### src/rtl/interval_trainer_fsm.sv
// Work/rest interval sequencer: counts rounds of WORK then REST phases with a
// tick prescaler, pause/resume, skip, and one-cycle buzzer/done pulses.
module interval_trainer_fsm #(
  parameter int CNT_W     = 9,
  parameter int TI_W      = 6,
  parameter int WORK_TIME = 45,
  parameter int REST_TIME = 15,
  parameter int TICK_DIV  = 1
) (
  input  logic             Clk,
  input  logic             Re,
  input  logic             St,
  input  logic             Ps,
  input  logic             Sk,
  input  logic [CNT_W-1:0] Tgt,
  output logic [1:0]       Bu,
  output logic             Dn,
  output logic [CNT_W-1:0] Cn,
  output logic [TI_W-1:0]  Ti,
  output logic [1:0]       Ph
);

  typedef enum logic [1:0] {
    S_IDLE  = 2'b00,
    S_WORK  = 2'b01,
    S_REST  = 2'b10,
    S_PAUSE = 2'b11
  } state_t;

  localparam int PC_W = (TICK_DIV > 1) ? $clog2(TICK_DIV) : 1;
  localparam logic [PC_W-1:0]  PC_ZERO = {PC_W{1'b0}};
  localparam logic [PC_W-1:0]  PC_ONE  = PC_W'(1);
  localparam logic [PC_W-1:0]  PC_LAST = PC_W'(TICK_DIV - 1);
  localparam logic [CNT_W-1:0] CN_ZERO = {CNT_W{1'b0}};
  localparam logic [CNT_W-1:0] CN_ONE  = CNT_W'(1);
  localparam logic [TI_W-1:0]  TI_ZERO = {TI_W{1'b0}};
  localparam logic [TI_W-1:0]  TI_ONE  = TI_W'(1);
  localparam logic [TI_W-1:0]  WORK_LD = TI_W'(WORK_TIME);
  localparam logic [TI_W-1:0]  REST_LD = TI_W'(REST_TIME);

  if (WORK_TIME < 0 || WORK_TIME >= (1 << TI_W)) begin : g_work_chk
    $error("WORK_TIME does not fit in TI_W bits");
  end
  if (REST_TIME < 0 || REST_TIME >= (1 << TI_W)) begin : g_rest_chk
    $error("REST_TIME does not fit in TI_W bits");
  end
  if (TICK_DIV < 1) begin : g_div_chk
    $error("TICK_DIV must be 1 or more");
  end

  state_t           state_r, state_nx_s, saved_r, saved_nx_s;
  logic [CNT_W-1:0] tgt_r, tgt_nx_s, cn_r, cn_nx_s;
  logic [TI_W-1:0]  ti_r, ti_nx_s;
  logic [PC_W-1:0]  pc_r, pc_nx_s;
  logic [1:0]       bu_r, bu_nx_s;
  logic             dn_r, dn_nx_s;
  logic             tick_s, last_s, start_ok_s, ti_zero_s;

  assign tick_s     = (pc_r == PC_LAST);
  assign last_s     = (cn_r == tgt_r);
  assign start_ok_s = St && (Tgt != CN_ZERO);
  assign ti_zero_s  = (ti_r == TI_ZERO);

  // State and datapath registers with synchronous active-low reset
  always_ff @(posedge Clk) begin
    if (!Re) begin
      state_r <= S_IDLE;
      saved_r <= S_IDLE;
      tgt_r   <= CN_ZERO;
      cn_r    <= CN_ZERO;
      ti_r    <= TI_ZERO;
      pc_r    <= PC_ZERO;
      bu_r    <= 2'b00;
      dn_r    <= 1'b0;
    end else begin
      state_r <= state_nx_s;
      saved_r <= saved_nx_s;
      tgt_r   <= tgt_nx_s;
      cn_r    <= cn_nx_s;
      ti_r    <= ti_nx_s;
      pc_r    <= pc_nx_s;
      bu_r    <= bu_nx_s;
      dn_r    <= dn_nx_s;
    end
  end

  // Next-state selection; skip outranks pause, which outranks the tick
  always_comb begin
    state_nx_s = state_r;
    case (state_r)
      S_IDLE: begin
        if (start_ok_s) state_nx_s = S_WORK;
        else            state_nx_s = S_IDLE;
      end
      S_WORK, S_REST: begin
        if (Sk)                       state_nx_s = last_s ? S_IDLE : S_WORK;
        else if (Ps)                  state_nx_s = S_PAUSE;
        else if (tick_s && ti_zero_s) begin
          if (state_r == S_WORK)      state_nx_s = S_REST;
          else                        state_nx_s = last_s ? S_IDLE : S_WORK;
        end else                      state_nx_s = state_r;
      end
      S_PAUSE: begin
        if (Ps) state_nx_s = saved_r;
        else    state_nx_s = S_PAUSE;
      end
      default: state_nx_s = S_IDLE;
    endcase
  end

  // Next values of counters, timer, prescaler and event pulses
  always_comb begin
    saved_nx_s = saved_r;
    tgt_nx_s   = tgt_r;
    cn_nx_s    = cn_r;
    ti_nx_s    = ti_r;
    pc_nx_s    = pc_r;
    bu_nx_s    = 2'b00;
    dn_nx_s    = 1'b0;
    case (state_r)
      S_IDLE: begin
        ti_nx_s = TI_ZERO;
        pc_nx_s = PC_ZERO;
        if (start_ok_s) begin
          tgt_nx_s = Tgt;
          cn_nx_s  = CN_ONE;
          ti_nx_s  = WORK_LD;
        end else begin
          tgt_nx_s = tgt_r;
        end
      end
      S_WORK, S_REST: begin
        if (Sk) begin
          pc_nx_s = PC_ZERO;
          if (last_s) begin
            bu_nx_s = 2'b11;
            dn_nx_s = 1'b1;
            ti_nx_s = TI_ZERO;
          end else begin
            cn_nx_s = cn_r + CN_ONE;
            ti_nx_s = WORK_LD;
            bu_nx_s = 2'b10;
          end
        end else if (Ps) begin
          saved_nx_s = state_r;
        end else if (tick_s) begin
          pc_nx_s = PC_ZERO;
          if (!ti_zero_s) begin
            ti_nx_s = ti_r - TI_ONE;
          end else if (state_r == S_WORK) begin
            ti_nx_s = REST_LD;
          end else if (last_s) begin
            bu_nx_s = 2'b11;
            dn_nx_s = 1'b1;
            ti_nx_s = TI_ZERO;
          end else begin
            cn_nx_s = cn_r + CN_ONE;
            ti_nx_s = WORK_LD;
            bu_nx_s = 2'b01;
          end
        end else begin
          pc_nx_s = pc_r + PC_ONE;
        end
      end
      S_PAUSE: begin
        pc_nx_s = pc_r;
      end
      default: begin
        pc_nx_s = PC_ZERO;
      end
    endcase
  end

  assign Bu = bu_r;
  assign Dn = dn_r;
  assign Cn = cn_r;
  assign Ti = ti_r;
  assign Ph = state_r;

endmodule

### config.mk
export PLATFORM = sky130hd
export DESIGN_NAME = interval_trainer_fsm
export DESIGN_NICKNAME = d
export VERILOG_FILES = /design/src/rtl/interval_trainer_fsm.sv
export SDC_FILE = /design/constraint.sdc
export NUM_CORES = 1
export LEC_CHECK = 0
export ABC_AREA = 0
export CAP_MARGIN = 40
export CORE_MARGIN = 2
export CORE_UTILIZATION = 25
export DETAILED_ROUTE_END_ITERATION = 10
export REMOVE_ABC_BUFFERS = 1
export SLEW_MARGIN = 30
export SYNTH_ARGS = -nofsm -noshare
export SYNTH_HDL_FRONTEND = slang
export SYNTH_SLANG_ARGS = --single-unit
### constraint.sdc
create_clock -name Clk -period 1.8 [get_ports Clk]
set_input_delay 0.36 -clock Clk [delete_from_list [all_inputs] [get_ports Clk]]
set_output_delay 0.36 -clock Clk [all_outputs]
set_load 0.02 [all_outputs]
## Word level (Yosys, flattened, before mapping)

Cells that the tools add are included.

| storage, ports and cells | value |
|---|---|
| word-level logic and storage cells | 78 |
| register bits | 32 |

| cells by class | value |
|---|---|
| equal/unequal tests | 10 |
| add/sub/neg operators | 3 |
| bitwise gates (word level) | 3 |
| mux-type cells | 41 |
| reductions and logical operators | 13 |

Operators by type and width:

| kind | count |
|---|---|
| $mux W9 | 7 |
| $mux W6 | 7 |
| $mux W2 | 11 |
| $pmux W9 S2 | 1 |
| $mux W1 | 12 |
| $ne A3 B3 Y1 const B | 4 |
| $pmux W6 S2 | 1 |
| $add A9 B1 Y9 const B | 1 |
| $eq A9 B9 Y1 | 1 |
| $reduce_bool A9 Y1 | 1 |
| $logic_not A6 Y1 | 1 |
| $pmux W2 S3 | 1 |
| $reduce_and A2 Y1 | 3 |
| $reduce_and A3 Y1 | 2 |
| $reduce_and A6 Y1 | 1 |
| $sub A6 B1 Y6 const B | 1 |
| $eq A2 B2 Y1 const B | 2 |
| $ne A4 B4 Y1 const B | 1 |
| $not A1 Y1 | 3 |
| $eq A2 B1 Y1 const B | 1 |
| $logic_and A1 B1 Y1 | 2 |
| $logic_not A2 Y1 | 1 |
| $ne A2 B2 Y1 const B | 1 |
| $pmux W1 S2 | 1 |
| other kinds (3) | 3 |

## Logic depth before layout (Yosys ltp)

| depth | value |
|---|---|
| depth after elaboration | 8 |
| mapped depth | 8 |
| gate-level depth less buffers | 7 |

## Worst setup path after synthesis

No wires, ideal clock.

| timing path | value |
|---|---|
| path kind | register to register |
| start point | reg state_r[0], in the netlist Ph[0] |
| end point | reg cn_r[8], in the netlist Cn[8] |
| arrival | 2114 ps |
| library setup time | 68 ps |
| path buffers | 1 |
| stages on the path, launching flop included | 9 |
| clock period less this slack | 2182 ps |
| path slack | -382 ps |
| cells stage by stage | dfxtp_1 > inv_1 > ha_1 > buf_6 > nor4b_4 > a32oi_4 > nand2_4 > or4_4 > a21oi_2 |

| on the way | value |
|---|---|
| word-level cells in the longest chain between the ends | 4 |
| elaborated cells on any way between the ends | 12 |

RTL lines:

| element | line | text |
|---|---|---|
| start, declared | 51 | `state_t state_r, state_nx_s, saved_r, saved_nx_s;` |
| start signal, assigned | 76 | `state_r <= state_nx_s;` |
| $eq A2 B1 Y1 / $eq A2 B2 Y1 (equally long branches) | 120, 150 |  |
| $reduce_or A2 Y1 | 120 | `case (state_r)` |
| $ne A3 B3 Y1 (no source line) / $reduce_bool A2 Y1 (equally long branches) | -- |  |
| $reduce_and A6 Y1 (no source line) | -- |  |
| end signal, assigned | 79 | `cn_r <= cn_nx_s;` |
| end, declared | 52 | `logic [CNT_W-1:0] tgt_r, tgt_nx_s, cn_r, cn_nx_s;` |

Several ways; a longest one is shown, not always the timed one.
A chain may end at the register's enable or synchronous reset.

## Final worst setup path

| timing path | value |
|---|---|
| start point | reg state_r[1], in the netlist Ph[1] |
| end point | reg cn_r[7], in the netlist Cn[7] |

Same word-level chain as after synthesis.

==> results.py <==
metrics = {
    "run_status": {
        "status": "finished, violations left",
        "violations": "setup timing",
    },
    "clocking": {
        "clock_sinks": 31,
        "clock_path_buffers": 2,
        "clk_latency_ns": 0.28,
        "clk_pin_slew_ns": 0.07,
        "cts_buffers": 5,
        "cts-root-buf": "clkbuf_8",
        "ctsHtreeMaxLevel": 2,
        "cts_tree": "done",
    },
    "routing": {
        "wire_per_inst_microns": 13.2,
        "firstDrtPassIters": 4,
        "vias": 1943,
        "wl_mm": 5.45,
        "vias_per_cell": 4.69,
        "drt-initial-drc-count": 50,
        "drc": 0,
        "ant_nets": 0,
    },
    "synthesis": {
        "synth_area_sq_mm": 0.00183,
        "synthTopCellsByArea": "dfxtp_1, xnor2_1, mux2i_1",
        "yosysTopAreaCellShare_pct": 33.8,
        "synthArstFlopShare_pct": 0,
        "synth.avg_cell_area_sq_um": 8.38,
        "ys_types": 47,
        "yosys_warnings": 0,
        "synth_largest_area_cell": "dfxtp_1",
        "dominantRegCellSynth": "dfxtp_1",
        "synth-seq-cells": 31,
        "synth_edf_count": 0,
        "synthTopCellsByCount": "dfxtp_1, nand2_1, a21oi_1",
        "seq_area_frac_synth_pct": 33.8,
        "synth_cells": 219,
        "yosysMostFrequentCell": "dfxtp_1",
    },
    "worst_setup_path": {
        "critPathBufInv": 2,
        "critPathRequiredTime_ns": 2.01,
        "crit_type": "reg2reg",
        "cp_top_family": "simple AND/OR/NAND/NOR gates",
        "cp.depth": 8,
        "crit_chain": "inv_2 -> ha_4 -> buf_6 -> o211a_1 -> and4_1 -> nand3_1 -> or3_1 -> a21oi_2",
        "cp-start-kind": "register",
        "worst-r2r-cell-count": 8,
        "path_max_fanout": 8,
        "cp.arrival_ns": 2.05,
        "critPathSlowestCell": "or3_1",
        "cp_slowest_stage_delay_ns": 0.36,
        "crit_path_end_kind": "register",
    },
    "layout": {
        "drive_gt1_share_pct": 33.3,
        "nets": 334,
        "area_growth_pct": 62.5,
        "finalNonFillerCells": 414,
        "antenna_cells": 0,
        "final_util_pct": 41.5,
    },
    "place": {
        "pre_cts_ws_ns": -0.424,
        "dp_hpwl_mm": 3.96,
        "dpl.cell_count": 402,
        "portBuffers": 33,
        "routabilityCongestion": 0.913,
    },
    "floorplanning": {
        "die_x_microns": 89.7,
        "rows": 31,
        "die_area_sq_mm": 0.00804,
        "num_io_pins": 34,
        "die_h_microns": 89.7,
        "start_util_pct": 25.6,
        "core_sq_mm": 0.00718,
    },
    "timing": {
        "relSlewSlack_pct": 75.5,
        "fmax_mhz": 544,
        "setup_ws_ns": -0.0397,
        "hold_violations": 0,
        "maxSlewViolCount": 0,
        "rsz0062_at_grt": "yes",
        "period_share_pct": 102,
        "hold_ws_ns": 0.502,
        "skew_ns": 0.00502,
        "final-setup-viol-count": 4,
        "finalCriticalPeriod_ns": 1.84,
        "worst_pin_slew_ns": 0.366,
    },
    "power": {
        "power_density_mw_per_mm2": 914,
        "vdd_drop_max_uv": 333,
        "p_leak_nw": 1.20,
    },
    "grt": {
        "grt_max_degree": 14,
        "grt_pass1_wl_mm": 8.60,
        "antenna_found_initial": 0,
        "grtUsageTotal_pct": 13.8,
        "overflow": 0,
        "first_global_vias": 1825,
    },
    "job": {
        "maxCapViolCount": 0,
    },
    "worst_hold_path": {
        "hp-class": "reg2reg",
        "holdPathStages": 2,
    },
}
## layer usage
layer / vias up / track usage [%] / share of wire [%]
li1: 988 / - / -
met1: 911 / 18.5 / 47
met2: 42 / 22.1 / 48
met3: 2 / 3.47 / 4.2
met4: 0 / 3.93 / 0.66
met5: - / 0 / 0
## logic make-up after synthesis
| family | Yosys count | synth area share [%] |
|---|---|---|
| simple gates | 91 | 28.2 |
| compound gates | 54 | 19.4 |
| flops | 31 | 33.8 |
| buf+inv | 16 | 3.82 |
| xor+xnor | 12 | 5.73 |
| mux | 9 | 4.91 |
| fa+ha+maj | 6 | 4.09 |
## area by class of cell
cell class / count / area [sq um]
Fill cell: 707 / 4200
Multi-Input combinational cell: 172 / 1270
Timing Repair Buffer: 96 / 831
Sequential cell: 31 / 626
Tap cell: 99 / 124
Clock buffer: 8 / 100
Inverter: 8 / 30.0
## cells in the final DEF (no fill, tap or decap), types with 3 or more instances in the layout
| master | count |
|---|---|
| clkdlybuf4s50_1 | 25 |
| dfxtp_2 | 4 |
| xnor2_1 | 11 |
| nand4_1 | 6 |
| a21oi_2 | 7 |
| dlygate4sd2_1 | 4 |
| ha_4 | 3 |
| nand3_1 | 9 |
| o21ai_0 | 13 |
| a31oi_1 | 3 |
| ha_1 | 3 |
| buf_6 | 6 |
| dfxtp_1 | 27 |
| mux2i_1 | 9 |
| a21oi_1 | 11 |
| inv_2 | 4 |
| or3_1 | 9 |
| nor2_1 | 11 |
| buf_4 | 57 |
| dlymetal6s2s_1 | 4 |
| nor2b_1 | 13 |
| nand2_1 | 18 |
| nor3_1 | 6 |
| clkbuf_8 | 7 |
| o211ai_1 | 3 |
| inv_1 | 4 |
## path summary, 6_finish.rpt
kind / from / endpoint / slack [ns]
min: saved_r[0] / saved_r[0] / 0.50
max: Ph[1] / Cn[7] / -0.04
min reg2reg: saved_r[0] / saved_r[0] / 0.50
max reg2reg: Ph[1] / Cn[7] / -0.04
## per-stage QoR
step | instance area, sq um | setup TNS (ns) | power (mW)
floorplan | 1790 | -3.76 | 1.42
global placement | 2690 | -6.48 | 1.96
detailed placement | 2690 | -6.63 | 1.97
CTS | 2860 | -0.0288 | 2.63
global route | 2980 | -0.614 | 2.89
finish | 2980 | -0.114 | 2.72
## registers in the layout (all words and copies together), names as in the netlist
register,count
Dn,1
Ti,6
Ph,2
Bu,2
Cn,9
tgt_r,9
saved_r,2
## report_power, final
part           internal, mW  total (mW)  leakage [nW]  switching, mW
Sequential            0.755       0.810         0.255         0.0548
Combinational         0.647        1.30         0.899          0.654
Clock                 0.349       0.614        0.0515          0.265
Total                  1.75        2.72          1.20          0.974
## worst reg2reg max path: stages (launching register included)
cell     delay (ns)
dfxtp_2        0.33
inv_2          0.05
ha_4           0.32
buf_6          0.12
o211a_1        0.16
and4_1         0.19
nand3_1        0.09
or3_1          0.36
a21oi_2        0.15
## timing repair
| item | in CTS | in global routing |
|---|---|---|
| buffers inserted | 4 | 0 |
| pin swaps | 10 | 12 |
| cloned | 0 | 0 |
| hold buffers | 0 | 0 |
| setup endpoints to repair | 25 | 26 |
| resized for setup | 18 | 32 |
(Power assumes the default switching activity.)
==> RTL edit 1, RTL diff (same settings) <==
The parameter `TI_W` goes from 6 to 8.
--- a/src/rtl/interval_trainer_fsm.sv
+++ b/src/rtl/interval_trainer_fsm.sv
@@ -4,3 +4,3 @@
   parameter int CNT_W     = 9,
-  parameter int TI_W      = 6,
+  parameter int TI_W      = 8,
   parameter int WORK_TIME = 45,
Ports: changed (resized Ti); port bits go from 34 to 36. No check against the original RTL was run, so the function may have changed too.
==> RTL edit 1 against the original RTL <==
The run still ends with setup timing left; maximum frequency down 3.5%; sequential cell count up 2; synthesized area about the same; setup slack worse by 0.067 ns; cell area up 8.9%; power down 12%; synthesized cell count up 3.2%; wire length up 3.1%.
==> RTL edit 1: results (changes against the original RTL) <==
| Metric | Value |
|---|---|
| Outcome | `complete, but fails checks` |
| Failing checks | `setup timing` |
| Post-synth top cells | `dfxtp_1 (33), nand2_1 (33), a21oi_1 (22), nor2_1 (20), xnor2_1 (11)` |
| CP arrival | `2.13 ns (+0.08 ns)` |
| Max Fanout on Critical Path | `7 (-1)` |
| PortBufs | `35 (+6.1%)` |
| Mean post-synth cell area | `8.11 um2 (-3.2%)` |
| Leak | `1.47 nW (+22%)` |
| Fin nets | `360 (+7.8%)` |
| Max Clock Skew | `0.00923 ns (+0.00421 ns)` |
| Internal power | `0.00168 W (-4.1%)` |
| GRT Total Usage | `13.8% (-0.046 points)` |
| Htree depth | `2 (unchanged)` |
| Clock root cell | `clkbuf_8` |
| Min-delay src | `tgt_r[0]` |
| Drt initial violations | `73 (+46%)` |
| Reg2reg end | `Cn[3]` |
| Register area share after synthesis | `36.0% (+2.2 points)` |
| Peak supply drop | `0.000351 V (+5.2%)` |
| Hold Slack | `0.470 ns (-0.0323 ns)` |
| Dpl hpwl | `4.08 mm (+3.1%)` |
| Final WL | `5.62 mm (+3.1%)` |
| Via count | `2042 (+5.1%)` |
| GP Congestion | `0.817 (-11%)` |
| First-pass GRT wire length | `8.73 mm (+1.5%)` |
| Final WS setup | `-0.107 ns (-0.0673 ns)` |
| R2R cell count | `9 (+1)` |
| Layout cells sized above 1 | `37.8% (+4.5 points)` |
| Antenna violations before repair | `0 (unchanged)` |
| Setup violators final | `11 (+7)` |
| Unique masters post-synth | `43 (-8.5%)` |
| Actual slew at the worst max-slew pin | `0.411 ns (+0.0452 ns)` |
| Total of warnings raised by yosys | `0 (unchanged)` |
-- RTL edit 1: changes by cell type after synthesis, sizes merged, moves of 4 or more --
| cell | change |
|---|---|
| nor3b | +5 |
| nor2b | -13 |
| nand2 | +14 |
| or3 | -6 |
| nand2b | +5 |
| a21oi | +5 |
| nor2 | +8 |
| o21ai | -7 |
| nor3 | -4 |
-- RTL edit 1: power by group through the flow --
| stage | logic [W] | clock network [W] | registers [W] |
|---|---|---|---|
| 2_1_floorplan | 0.000299 | 0 | 0.000863 |
| 3_3_place_gp | 0.000696 | 0 | 0.000816 |
| 3_5_place_dp | 0.000708 | 0 | 0.000818 |
| 4_1_cts | 0.000782 | 0.000744 | 0.000804 |
| 5_1_grt | 0.000947 | 0.000774 | 0.000808 |
| 6_report | 0.000876 | 0.000725 | 0.000804 |
-- RTL edit 1: critical path, cell delays in order (launching register included) --
cell and delay, ns:
dfxtp_2 0.33, inv_2 0.05, buf_6 0.12, ha_4 0.17, nor2_4 0.11, a311o_2 0.22, o41ai_4 0.09, buf_6 0.15
or4_4 0.48, a21boi_2 0.14
-- RTL edit 1: cells by family (layout without fill, tap and decap cells) --
family | Yosys count | after routing | share of synthesized area (%)
compound gates | 51 | 51 | 17.6
fa+ha+maj | 6 | 6 | 4.10
mux | 6 | 6 | 3.28
xor+xnor | 15 | 15 | 7.17
flops | 33 | 33 | 36.0
buf+inv | 18 | 133 | 4.44
simple gates | 97 | 97 | 27.4
-- RTL edit 1: routing by layer --
| metal | global-route usage (%) | share of wire (%) | up-vias |
|---|---|---|---|
| met4 | 4.88 | 1.5 | 0 |
| met3 | 2.10 | 3.9 | 8 |
| met1 | 17.8 | 45 | 960 |
| met5 | 0 | 0 | - |
| li1 | - | - | 1031 |
| met2 | 23.3 | 50 | 43 |
-- RTL edit 1: per-stage QoR --
| step | TNS [ns] | setup slack [ns] | power [W] | instance area, um2 | utilization (%) |
|---|---|---|---|---|---|
| floorplan | -11.72 | -1.14 | 0.00116 | 1790 | - |
| global placement | -5.67 | -0.453 | 0.00151 | 2780 | 38.8 |
| detailed placement | -5.66 | -0.501 | 0.00153 | 2790 | 38.8 |
| CTS | -0.344 | -0.105 | 0.00233 | 3070 | 42.7 |
| global route | -1.61 | -0.174 | 0.00253 | 3240 | 45.2 |
| finish | -0.715 | -0.107 | 0.00240 | 3240 | 45.2 |
-- RTL edit 1: layout make-up --
type                            count  share of cell area, %
Clock buffer                        7                   2.66
Multi-Input combinational cell    175                   39.3
Tap cell                           99                   3.82
Timing Repair Buffer              114                   31.5
Sequential cell                    33                   20.5
Clock inverter                      1                  0.926
Inverter                           11                   1.27
-- RTL edit 1: repair_timing --
action                     in CTS  in global routing
pin swaps                       8                 13
setup endpoints to repair      16                 31
buffers inserted                6                  6
hold buffers                    0                  0
resized for setup              34                 41
==> RTL edit 2, RTL diff (config.mk and constraints unchanged) <==
Without the edit above. Add an input register stage for `Re`, `St`, `Ps`, `Sk` and `Tgt`; this delays them by one clock.
--- a/src/rtl/interval_trainer_fsm.sv
+++ b/src/rtl/interval_trainer_fsm.sv
@@ -40,2 +40,16 @@
 
+  logic Re_q;
+  logic St_q;
+  logic Ps_q;
+  logic Sk_q;
+  logic [CNT_W-1:0] Tgt_q;
+
+  always_ff @(posedge Clk) begin
+    Re_q  <= Re;
+    St_q  <= St;
+    Ps_q  <= Ps;
+    Sk_q  <= Sk;
+    Tgt_q <= Tgt;
+  end
+
   if (WORK_TIME < 0 || WORK_TIME >= (1 << TI_W)) begin : g_work_chk
@@ -60,3 +74,3 @@
   assign last_s     = (cn_r == tgt_r);
-  assign start_ok_s = St && (Tgt != CN_ZERO);
+  assign start_ok_s = St_q && (Tgt_q != CN_ZERO);
   assign ti_zero_s  = (ti_r == TI_ZERO);
@@ -65,3 +79,3 @@
   always_ff @(posedge Clk) begin
-    if (!Re) begin
+    if (!Re_q) begin
       state_r <= S_IDLE;
@@ -95,4 +109,4 @@
       S_WORK, S_REST: begin
-        if (Sk)                       state_nx_s = last_s ? S_IDLE : S_WORK;
-        else if (Ps)                  state_nx_s = S_PAUSE;
+        if (Sk_q)                       state_nx_s = last_s ? S_IDLE : S_WORK;
+        else if (Ps_q)                  state_nx_s = S_PAUSE;
         else if (tick_s && ti_zero_s) begin
@@ -103,3 +117,3 @@
       S_PAUSE: begin
-        if (Ps) state_nx_s = saved_r;
+        if (Ps_q) state_nx_s = saved_r;
         else    state_nx_s = S_PAUSE;
@@ -124,3 +138,3 @@
         if (start_ok_s) begin
-          tgt_nx_s = Tgt;
+          tgt_nx_s = Tgt_q;
           cn_nx_s  = CN_ONE;
@@ -132,3 +146,3 @@
       S_WORK, S_REST: begin
-        if (Sk) begin
+        if (Sk_q) begin
           pc_nx_s = PC_ZERO;
@@ -143,3 +157,3 @@
           end
-        end else if (Ps) begin
+        end else if (Ps_q) begin
           saved_nx_s = state_r;
Check against the original RTL: not equivalent (Yosys sat finds a counterexample within 4 cycles, from zero or initial values).
==> RTL edit 2 against the original RTL <==
The flow still finishes with violations (setup timing); sequential cell count increased by 13; clock skew rose by 0.0026 ns; worst hold slack got worse by 0.014 ns; wire length up 2.7%; synthesized area is 15% higher; synthesized cell count rose by 0.91%; via count is 1.7% lower; sequential share of layout area rose by 6.2 points; cell area is 9.2% higher; power up 57%; setup slack got worse by 0.023 ns; critical path depth did not move.
==> RTL edit 2: results (changes against the original RTL) <==
| Metric | Value |
|---|---|
| Outcome | `complete, but fails checks` |
| Failing checks | `setup timing` |
| Final WS setup | `-0.0624 ns (-0.0226 ns)` |
| Post-synth top cells | `dfxtp_1 (44), nor2_1 (22), a21oi_1 (15), mux2i_1 (15), nand2_1 (14)` |
| Clock Sinks | `44 (+42%)` |
| Inverters | `11 (+3)` |
| Routing usage on met2 | `20.1% (-2.0 points)` |
| Setup violators final | `9 (+5)` |
| Min-delay src | `Tgt[2]` |
| Multi-input combinational cell area | `1240 um2 (-2.4%)` |
| DR WL/cell | `13.3 um (+1.2%)` |
| Setup tns final | `-0.343 ns (-0.228 ns)` |
| Worst Hold Depth | `1 (-1)` |
| First-pass GRT wire length | `8.54 mm (-0.64%)` |
| GRT Total Usage | `12.2% (-1.7 points)` |
| Met3 routed wirelength | `261 um (+13%)` |
| Relative slew slack | `72.5% (-3.1 points)` |
| Leak | `1.30 nW (+7.7%)` |
| GR Layer Usage met3 | `3.13% (-0.34 points)` |
| Clk Latency, worst-skew pair | `0.31 ns (+0.03 ns)` |
| Signal buffers | `95 (-1.0%)` |
| Via count | `1909 (-1.7%)` |
| Synth Instances | `221 (+0.91%)` |
| Metal2 WL | `2.72 mm (+3.3%)` |
| Layout non-clock buf frac | `25.8% (-2.1 points)` |
[RTL edit 2: kinds of logic after synthesis]
| kind of cell | count (synthesis) | synth area share [%] |
|---|---|---|
| xor+xnor | 12 | 4.99 |
| compound gates | 50 | 16.2 |
| simple gates | 73 | 19.9 |
| flops | 44 | 41.8 |
| buf+inv | 20 | 5.87 |
| mux | 16 | 7.66 |
| fa+ha+maj | 6 | 3.56 |
[RTL edit 2: repair_timing]
action	4_1_cts	5_1_grt
buffers inserted	3	9
endpoints found under the setup margin	20	24
pin swaps	4	9
resized for setup	23	25
gates cloned	0	1
[RTL edit 2: critical path: stages, from the launching register on]
cell     delay [ns]
dfxtp_2        0.36
inv_2          0.06
ha_4           0.28
nor2_1         0.05
a311o_2        0.35
a41oi_2        0.19
buf_4          0.16
or2b_1         0.22
mux2i_1        0.12
[RTL edit 2: worst paths after layout]
kind	end	slack, ns
worst max-delay path	Cn[8]	-0.06
worst min register to register	saved_r[1]	0.50
worst min-delay path	Tgt_q[2]	0.49
worst max register to register	Cn[8]	-0.06
